<file path="config.mk">
export PLATFORM = sky130hd
export DESIGN_NAME = mem_arbiter
export DESIGN_NICKNAME = d
export VERILOG_FILES = /design/src/rtl/mem_arb_pkg.sv /design/src/rtl/mem_arbiter_rr_arb2.sv /design/src/rtl/mem_arbiter.sv
export SDC_FILE = /design/constraint.sdc
export NUM_CORES = 1
export LEC_CHECK = 0
export CORE_AREA = 2 2 285 287
export DETAILED_ROUTE_END_ITERATION = 8
export DIE_AREA = 0 0 287 289
export MAX_ROUTING_LAYER = met4
export PLACE_DENSITY = 0.36
export SLEW_MARGIN = 20
export SYNTH_ARGS = -nofsm -noshare
export SYNTH_HDL_FRONTEND = slang
export SYNTH_SLANG_ARGS = --single-unit
</file>
<file path="constraint.sdc">
create_clock -name clk -period 2.15 [get_ports clk]
set_clock_uncertainty 0.15 [all_clocks]
set_input_delay 0.3225 -clock clk [delete_from_list [all_inputs] [get_ports clk]]
set_output_delay 0.3225 -clock clk [all_outputs]
set_load 0.005 [all_outputs]
</file>
<file path="src/rtl/mem_arb_pkg.sv">
// Shared definitions for the I/D-cache main-memory arbiter: state encoding,
// grant identifiers and default bus widths.
package mem_arb_pkg;
  localparam int ADDR_W_DEF = 28;
  localparam int DATA_W_DEF = 128;

  typedef enum logic [1:0] {
    IDLE    = 2'b00,
    SERVE_I = 2'b01,
    SERVE_D = 2'b10,
    DONE    = 2'b11
  } arb_state_t;

  localparam logic GNT_I = 1'b0;
  localparam logic GNT_D = 1'b1;
endpackage

</file>
<file path="src/rtl/mem_arbiter_rr_arb2.sv">
// Two-requester round-robin picker: on a tie the requester that was not
// granted last wins; a lone requester always wins.
module rr_arb2
  import mem_arb_pkg::*;
(
  input  logic req_i,
  input  logic req_d,
  input  logic last_grant,
  output logic gnt_valid,
  output logic gnt_id
);
  assign gnt_valid = req_i | req_d;
  assign gnt_id    = (req_i & req_d) ? ~last_grant : (req_d ? GNT_D : GNT_I);
endmodule

</file>
<file path="src/rtl/mem_arbiter.sv">
// Shares one main-memory port between the I-cache and the D-cache with
// round-robin arbitration and a dead cycle after every completed transfer.
module mem_arbiter
  import mem_arb_pkg::*;
#(
  parameter int ADDR_W = ADDR_W_DEF,
  parameter int DATA_W = DATA_W_DEF
) (
  input  logic              clk,
  input  logic              proc_reset_n,
  input  logic              i_mem_read,
  input  logic [ADDR_W-1:0] i_mem_addr,
  output logic [DATA_W-1:0] i_mem_rdata,
  output logic              i_mem_ready,
  input  logic              d_mem_read,
  input  logic              d_mem_write,
  input  logic [ADDR_W-1:0] d_mem_addr,
  input  logic [DATA_W-1:0] d_mem_wdata,
  output logic [DATA_W-1:0] d_mem_rdata,
  output logic              d_mem_ready,
  output logic              mem_read,
  output logic              mem_write,
  output logic [ADDR_W-1:0] mem_addr,
  output logic [DATA_W-1:0] mem_wdata,
  input  logic [DATA_W-1:0] mem_rdata,
  input  logic              mem_ready,
  output logic              busy
);
  arb_state_t state, state_n;
  logic       last_grant, last_grant_n;
  logic       req_i, req_d;
  logic       gnt_valid, gnt_id;

  assign req_i = i_mem_read;
  assign req_d = d_mem_read | d_mem_write;

  // Read data is broadcast; only the ready pulses are steered.
  assign i_mem_rdata = mem_rdata;
  assign d_mem_rdata = mem_rdata;

  rr_arb2 u_pick (
    .req_i      (req_i),
    .req_d      (req_d),
    .last_grant (last_grant),
    .gnt_valid  (gnt_valid),
    .gnt_id     (gnt_id)
  );

  always_ff @(posedge clk) begin
    if (!proc_reset_n) begin
      state      <= IDLE;
      last_grant <= GNT_I;
    end else begin
      state      <= state_n;
      last_grant <= last_grant_n;
    end
  end

  always_comb begin
    state_n      = state;
    last_grant_n = last_grant;
    mem_read     = 1'b0;
    mem_write    = 1'b0;
    mem_addr     = '0;
    mem_wdata    = '0;
    i_mem_ready  = 1'b0;
    d_mem_ready  = 1'b0;
    busy         = (state != IDLE);
    case (state)
      IDLE: begin
        if (gnt_valid) state_n = (gnt_id == GNT_D) ? SERVE_D : SERVE_I;
      end
      SERVE_I: begin
        mem_read = i_mem_read;
        mem_addr = i_mem_addr;
        // A dropped request abandons the grant without touching fairness.
        if (!req_i) state_n = IDLE;
        else if (mem_ready) begin
          i_mem_ready  = 1'b1;
          last_grant_n = GNT_I;
          state_n      = DONE;
        end
      end
      SERVE_D: begin
        mem_write = d_mem_write;
        mem_read  = d_mem_read & ~d_mem_write;
        mem_addr  = d_mem_addr;
        mem_wdata = d_mem_wdata;
        if (!req_d) state_n = IDLE;
        else if (mem_ready) begin
          d_mem_ready  = 1'b1;
          last_grant_n = GNT_D;
          state_n      = DONE;
        end
      end
      default: state_n = IDLE;
    endcase
    if (!proc_reset_n) begin
      mem_read    = 1'b0;
      mem_write   = 1'b0;
      mem_addr    = '0;
      mem_wdata   = '0;
      i_mem_ready = 1'b0;
      d_mem_ready = 1'b0;
      busy        = 1'b0;
    end
  end
endmodule

</file>
# == After elaboration in Yosys (flattened, before gate mapping) ==
# Index checks and enable logic that the tools add are counted.
# totals
output_inout_bits,417
elab_cells,48
register_bits,3
# classes
eq_ne,7
reduce_logical,4
n_mux,29
bitwise_logic,6
# op_table
op,count
$mux 128,2
$pmux 28 s2,1
$mux 28,1
$mux 1,17
$mux 2,5
$ne 2x2->1 const B,4
$pmux 2 s3,1
$reduce_and 5->1,1
$pmux 1 s2,2
$reduce_bool 2->1,2
$and 1x1->1,2
$eq 2x1->1 const B,1
$eq 2x2->1 const B,1
$logic_not 2->1,1
$ne 2x1->1 const B,1
$not 1->1,2
$or 1x1->1,2

# == Longest topological paths before layout ==
# logic_depth
depth_word,6
depth_mapped,6
depth_no_buf,6

# == Cells and area by module ==
# From an unflattened synthesis, not the netlist that was laid out.
# unflattened
cells_unflattened,523
hier_area_um2,3520.9
# modules_own_cells
mod,n_inst,cells_each,area_per_inst_um2
mem_arbiter,1,521,3507.1
rr_arb2,1,2,13.8

# == Worst setup path after synthesis ==
# No wires, ideal clock.
# synth_path
kind,reg-to-output
start,register state[0]
end,output mem_wdata[107]
arrival_time_ps,1223
setup_slack_ps,454
path_stages_with_launch,7
required_time_ps,1678
path_cell_list,dfxtp_1 > inv_1 > ha_1 > buf_2 > buf_2 > buf_2 > and3_1
# synth_via
elab_chain_cells,3
# synth_rtl
element,line,rtl
from (decl),mem_arbiter.sv:29,"arb_state_t state, state_n;"
from (signal assigned),mem_arbiter.sv:54,state <= state_n;
$eq 2x2->1,mem_arbiter.sv:69,case (state)
$mux 128,mem_arbiter.sv:69,
$mux 128,mem_arbiter.sv:98,if (!proc_reset_n) begin
to (decl),mem_arbiter.sv:24,"output logic [DATA_W-1:0] mem_wdata,"
# Every way passes these cells.

# == Final worst setup path ==
# layout_path
start,register state[1]
end,output mem_wdata[111]
# The elaborated chain is that of the path after synthesis.

==> metrics <==
Detail Route Antenna Nets=0; Critical Path End Type=output port; status=finished, violations left; Slew Limit Fails=0; hold-fix buffer count after cts=0; DR iter-0 viols=81; NetSw=between 1 and 1.5 mW; Final Non-Filler Cells=1721; largest net degree at the start of global routing=75; highest metal used=met4; Synth Area in Compound Gates=roughly 8.6%; gate count of the mapped netlist=528; DR pass1 iterations=4; Die Span Y=289 um; RSZ-0062 raised after global routing=true; mux share of post-synthesis cell area=0.2777%; Arr. time, crit path=1880 ps; r2r startpoint=state[0]; pre-CTS setup slack=-189.5 ps; Post-Syn Area=between 0.003 and 0.004 sq mm; Critical Path RT=1680 ps; sequential share of the synthesized area=1.666%; Clock power frac=10.0%; Worst Setup Start Kind=flip-flop; Post-Synth XOR/XNOR Area=0%; die area=0.08294 sq mm; CTS Buffer Depth=2; Hold Path Depth=2; Reg2Reg Depth=8; dpl cell area=~0.0066 sq mm; Hold EP=last_grant; Power Internal=between 1.5 and 2 mW; clock root buffer=clkbuf_16; metal2 WL=12970 um; Netlist cell types=27; met1 wire length=roughly 9000 um; setup TNS=-3825 ps; Worst Hold Class=reg -> reg; routed vias=4112; top post-synthesis cells by area=buf_4, and3_1, a22oi_1, nor2_1, buf_2; I/O pin total=735; H-Tree Depth=1; post-route total power=3.008 mW; sequential share of power=between 2 and 3%; worst vdd ir=0.1890 mV; mean post-synth cell area=6.827 sq um; final hold viol count=0; Gate power share=between 80% and 90%; WL final=26870 um; Warnings, synthesis=0; Seq cells post-synth=3; Final Critical Period=2357 ps; WL met3=between 2000 and 3000 um; first-pass GRT wire length=32220 um; HP Start=last_grant; FF-to-FF setup slack=roughly 350 ps; critical-path maximum fanout=8; final instance area=0.007371 sq mm; Worst-Margin Slew=284.5 ps; Worst R2R End=last_grant; FMAX=0.4242 GHz; leakage power=3.425 nW; Layout Nets=982; worst skew pair latency=230 ps; core area=0.07990 sq mm; Crit Path Class=reg -> out; cell with the most instances after synthesis=buf_4; Post-Synth Adder-Cell Area=~2.1%; largest family of logic cells by synthesized area=buffers and inverters; clk sinks=3; Placed Cells=1670; sw frac=38.41%; Slew headroom=between 80 and 90%; Syn Nets=852; die width=roughly 290 um; # DRC=0; global route overflow=0; initial antenna violation count=12; Initial Util=4.512%; Async S/R FF share, synth=0%; area fraction of the dominant cell type after synthesis=53.94%; Synth Area in Simple Gates=28.05%; number of global-route vias before repair=between 4000 and 5000; DP HPWL=18200 um; cts bufs inserted=3; max-cap viol count=0; final core occ=9.225%; Synth Flop Type=dfxtp_1; DR WL/cell=around 16 um; total track usage=5.737%; failing checks=setup timing; clk slew on worst S/H paths=30 ps; final worst-path cycle share=109.6%; Post-synth EDFFs=0; leading area contributor after synthesis=buf_4; FP Rows=between 100 and 150; CTS tree=done; Final WS setup=-207.5 ps; final setup fails=40; Port Buffers=350; P per Cell Area=408.0 mW/mm^2; Fin Hold WS=between 300 and 400 ps; share of layout cells above drive strength 1=29.83%; Post-synth top cells=buf_4, and3_1, nor2_1; Via density=2.389; routability cong.=a little over 0.7; synthesis-to-finish area growth=104.5%
-- metal layers --
layer,up-vias,GRT usage [%]
li1,1765,-
met1,1805,5.081
met2,403,10.22
met3,139,2.276
met4,0,3.568
met5,-,-
-- power groups by stage --
stage | clock network (mW) | registers [mW] | logic, mW
6_report | 0.300 | 0.0815 | 2.63
5_1_grt | 0.313 | 0.0834 | 2.85
4_1_cts | 0.303 | 0.0817 | 2.30
3_5_place_dp | 0 | 0.0770 | 1.76
3_3_place_gp | 0 | 0.0769 | 1.77
2_1_floorplan | 0 | 0.0797 | 0.982
-- layout by cell type (no fill, tap or decap), types with 13 or more instances in the layout --
master           instances
and3_1                 118
dlymetal6s2s_1          18
clkbuf_2                59
nor2_1                  33
buf_12                  13
a22oi_2                 24
clkdlybuf4s15_1         14
buf_6                   17
dlygate4sd2_1           36
buf_4                   26
clkdlybuf4s50_1        209
-- area by class of cell --
class | count | area [sq um]
Sequential cell | 3 | 62.56
Antenna cell | 4 | 10.01
Fill cell | 9357 | 72530
Timing Repair Buffer | 421 | 4245
Tap cell | 1060 | 1326
Multi-Input combinational cell | 225 | 1630
Inverter | 4 | 17.52
Clock buffer | 4 | 78.83
-- repair_timing --
action | 4_1_cts | 5_1_grt
cloned | 9 | 5
hold endpoints to repair | 0 | 0
buffers inserted | 11 | 19
pin swaps | 1 | 10
endpoints found under the setup margin | 160 | 103
resized for setup | 174 | 215
-- state kept, by name (all words and copies together) (netlist names) --
register,cells
last_grant,1
state,2
-- worst max-delay path, stage by stage (launching register included) --
cell and delay (ps):
dfxtp_2 330, buf_6 100, ha_4 230, buf_12 150, buf_16 150, and3_4 190
clkdlybuf4s50_1 490
-- cell families after synthesis --
kind of cell / count (synthesis)
compound gates: 42
fa+ha+maj: 6
buf+inv: 300
flops: 3
mux: 1
simple gates: 176
-- worst max path at each step --
stage | end | start | slack [ps] | cells past startpoint
3_3_place_gp | mem_wdata[8] | state[0] | -150 | 5
6_report | mem_wdata[111] | state[1] | -210 | 6
5_1_grt | mem_wdata[111] | state[1] | -260 | 6
3_5_place_dp | mem_wdata[8] | state[0] | -190 | 5
2_1_floorplan | mem_wdata[107] | state[0] | 450 | 6
4_1_cts | mem_wdata[111] | state[1] | -280 | 6
Power figures use the tool's default switching activity.
==> variant: new RTL, same settings <==
Re-encode `arb_state_t` (4 states) as one-hot, 4 bits wide.
--- a/src/rtl/mem_arb_pkg.sv
+++ b/src/rtl/mem_arb_pkg.sv
@@ -4,11 +4,11 @@
   localparam int ADDR_W_DEF = 28;
   localparam int DATA_W_DEF = 128;
 
-  typedef enum logic [1:0] {
-    IDLE    = 2'b00,
-    SERVE_I = 2'b01,
-    SERVE_D = 2'b10,
-    DONE    = 2'b11
+  typedef enum logic [3:0] {
+    IDLE    = 4'b0001,
+    SERVE_I = 4'b0010,
+    SERVE_D = 4'b0100,
+    DONE    = 4'b1000
   } arb_state_t;
 
   localparam logic GNT_I = 1'b0;
Function: same outputs for any inputs over 4 cycles, from zero or initial values and one cycle with proc_reset_n low; so few cycles prove little.
==> variant against the original RTL <==
- the flow still finishes with violations (setup timing)
- synthesized area down 3.6%
- count of clock-buffer cells in the layout did not move
- critical path depth increased by 2
- final area increased by 11%
- via count grew 0.90%
- routed wire length up 27%
- sequential cell count is 2 higher
- worst setup slack got worse by 0.065 ns
- largest cell class unchanged
Power is not compared: it rests on default switching activity, and its combinational part moved more than twofold at a synthesized area within 25%.
==> variant: results (changes against the original RTL) <==
- Outcome: complete, but fails checks (unchanged)
- Failing checks: setup timing (unchanged)
- Largest regs: state x4, last_grant x1 (was state x2, last_grant x1)
- Endpoints failing setup: 157 (was 40)
- Worst reg2reg startpoint: state[3]$_SDFFE_PN0P_ (was state[0]$_SDFFE_PN0P_)
- Asr flop ratio synth: 0% (unchanged)
- Max VDD drop: 0.244 mV
- Hpwl dp: 27200 µm (was 18200 µm)
- Hold/Removal Path Class: reg -> reg (unchanged)
- Detailed Route Iter0 Violations: 116 (was 81)
- FF-to-FF path depth: 8 (unchanged)
- Synth cell count leaders: buf_4 (259), and3_1 (129), a22o_1 (28), clkbuf_1 (20), clkbuf_2 (8) (was buf_4 (259), and3_1 (128), nor2_1 (33), a22oi_1 (28), buf_2 (20))
- H-tree depth: 1 (unchanged)
- First-pass GRT wire length: 40900 µm (was 32200 µm)
- Critical hold path startpoint: last_grant$_SDFFE_PN0P_ (unchanged)
- Crit path max fanout: 6 (was 8)
- Synth warnings: 0 (unchanged)
- Total Wirelength: 34200 µm (was 26900 µm)
- Setup tns final: -21.50 ns (was -3.82 ns)
- Hold endpoint: last_grant$_SDFFE_PN0P_ (unchanged)
- Largest cells by area after synthesis: buf_4 (56%), and3_1 (23%), a22o_1 (7.1%) (was buf_4 (54%), and3_1 (22%), a22oi_1 (5.8%))
- Initial DRT Pass Iterations: 4 (unchanged)
- Hold path depth: 2 (unchanged)
- Number of global-route vias before repair: 4366 (was 4277)
- IO buf count: 350 (unchanged)
- Clock latency at the later pin of the worst-skew pair: 0.23 ns (about the same)
- Post-route setup slack: -0.272 ns (was -0.207 ns)
- Share of layout cells above drive strength 1: 53.3% (was 29.8%)
- Post-synthesis cell type count: 29 (was 27)
- Worst hold margin: 0.428 ns (was 0.386 ns)
- Vias: 4149 (was 4112)
- Clk slew on worst S/H paths: 0.03 ns (about the same)
- Pleak: 3.39 nW
- Total GRT Usage: 7.63% (was 5.74%)
- Worst slack at placement: -0.399 ns (was -0.189 ns)
- Largest net degree at the start of global routing: 54 (was 75)
- Clock root cell: clkbuf_16 (unchanged)
- Reg-to-reg endpoint: last_grant$_SDFFE_PN0P_ (unchanged)
- Worst path arrival time: 1.95 ns (was 1.88 ns)
- Gpl congestion: 0.632 (was 0.710)
- Max Root-Sink Buffers: 2 (unchanged)
- Fin nets: 981 (was 982)
- R2r setup slk: 0.32 ns (was 0.35 ns)
- Synthesized net count: 805 (was 852)
- Worst-margin pin slew: 0.243 ns (was 0.285 ns)
- Sequential share of the synthesized area: 2.88% (was 1.67%)
- Antenna violations before repair: 30 (was 12)
- Num CTS Buffers: 3 (unchanged)
- Synth Flop Type: dfxtp_1 (unchanged)
## variant: changes by cell type in the layout (fill, tap and decap cells not counted), moves of 29 or more
cell,before,now
and3_1,118,59
and3_4,10,70
buf_2,8,60
buf_6,17,98
clkbuf_2,59,4
dlygate4sd2_1,36,1
nor2_1,33,4
## variant: per-stage QoR
step                std cells  area (µm²)  power, mW  utilization, %
floorplan                 487        3470      0.679               -
global placement         1639        6620       1.00            8.29
detailed placement       1639        6620       1.01            8.29
CTS                      1704        7660       1.64            9.59
global route             1750        8180       1.79            10.2
finish                   1751        8190       1.69            10.2
## variant: logic make-up (layout without fill, tap and decap cells)
| family | Yosys count | in the layout | synth area share [%] |
|---|---|---|---|
| other | 0 | 29 | 0 |
| flip-flops | 5 | 5 | 2.88 |
| AND/OR/NAND/NOR | 147 | 147 | 26.7 |
| XOR/XNOR | 1 | 1 | 0.252 |
| buffers and inverters | 295 | 470 | 60.6 |
| AO/OA/AOI/OAI | 39 | 39 | 9.51 |
## variant: final cells by class
type | instances | area, µm²
Tap cell | 1060 | 1330
Multi-Input combinational cell | 187 | 1640
Inverter | 3 | 11.3
Fill cell | 9251 | 71700
Antenna cell | 29 | 72.6
Clock buffer | 4 | 78.8
Sequential cell | 5 | 113
Timing Repair Buffer | 463 | 4940
## variant: where the power goes
part | switching [mW] | leakage, nW | total (mW) | internal (mW)
Sequential | 0.0111 | 0.0429 | 0.114 | 0.103
Combinational | 0.442 | 3.31 | 1.26 | 0.822
Clock | 0.0698 | 0.0383 | 0.316 | 0.247
## variant: layer usage
layer / GRT usage (%) / vias to the layer above / part of all wire (%)
met2: 13.3 / 412 / 49
met3: 5.42 / 122 / 17
met5: - / - / 0
met1: 5.96 / 1821 / 29
met4: 3.61 / 0 / 4.8
li1: - / 1794 / -
## variant: how the worst max path moves through the flow
stage	slack (ns)	depth (start not counted)	startpoint	to
finish	-0.27	8	state[3]$_SDFFE_PN0P_	mem_wdata[102]
global route	-0.35	8	state[3]$_SDFFE_PN0P_	mem_wdata[102]
CTS	-0.41	7	state[0]$_SDFFE_PN1P_	d_mem_ready
detailed placement	-0.40	5	state[2]$_SDFFE_PN0P_	mem_wdata[48]
global placement	-0.31	5	state[2]$_SDFFE_PN0P_	mem_wdata[48]
floorplan	0.34	5	state[2]$_SDFFE_PN0P_	mem_addr[17]
## variant: critical path: stages (launching register included)
cell	delay [ns]
dfxtp_4	0.35
nor4b_4	0.29
buf_4	0.17
buf_12	0.14
buf_12	0.14
buf_8	0.12
buf_8	0.12
and3_1	0.16
clkdlybuf4s15_2	0.20
## variant: timing repair
action	in CTS	in global routing
buffers inserted	50	31
pin swaps	36	21
gates cloned	12	3
setup endpoints to repair	161	157
resized for setup	630	202
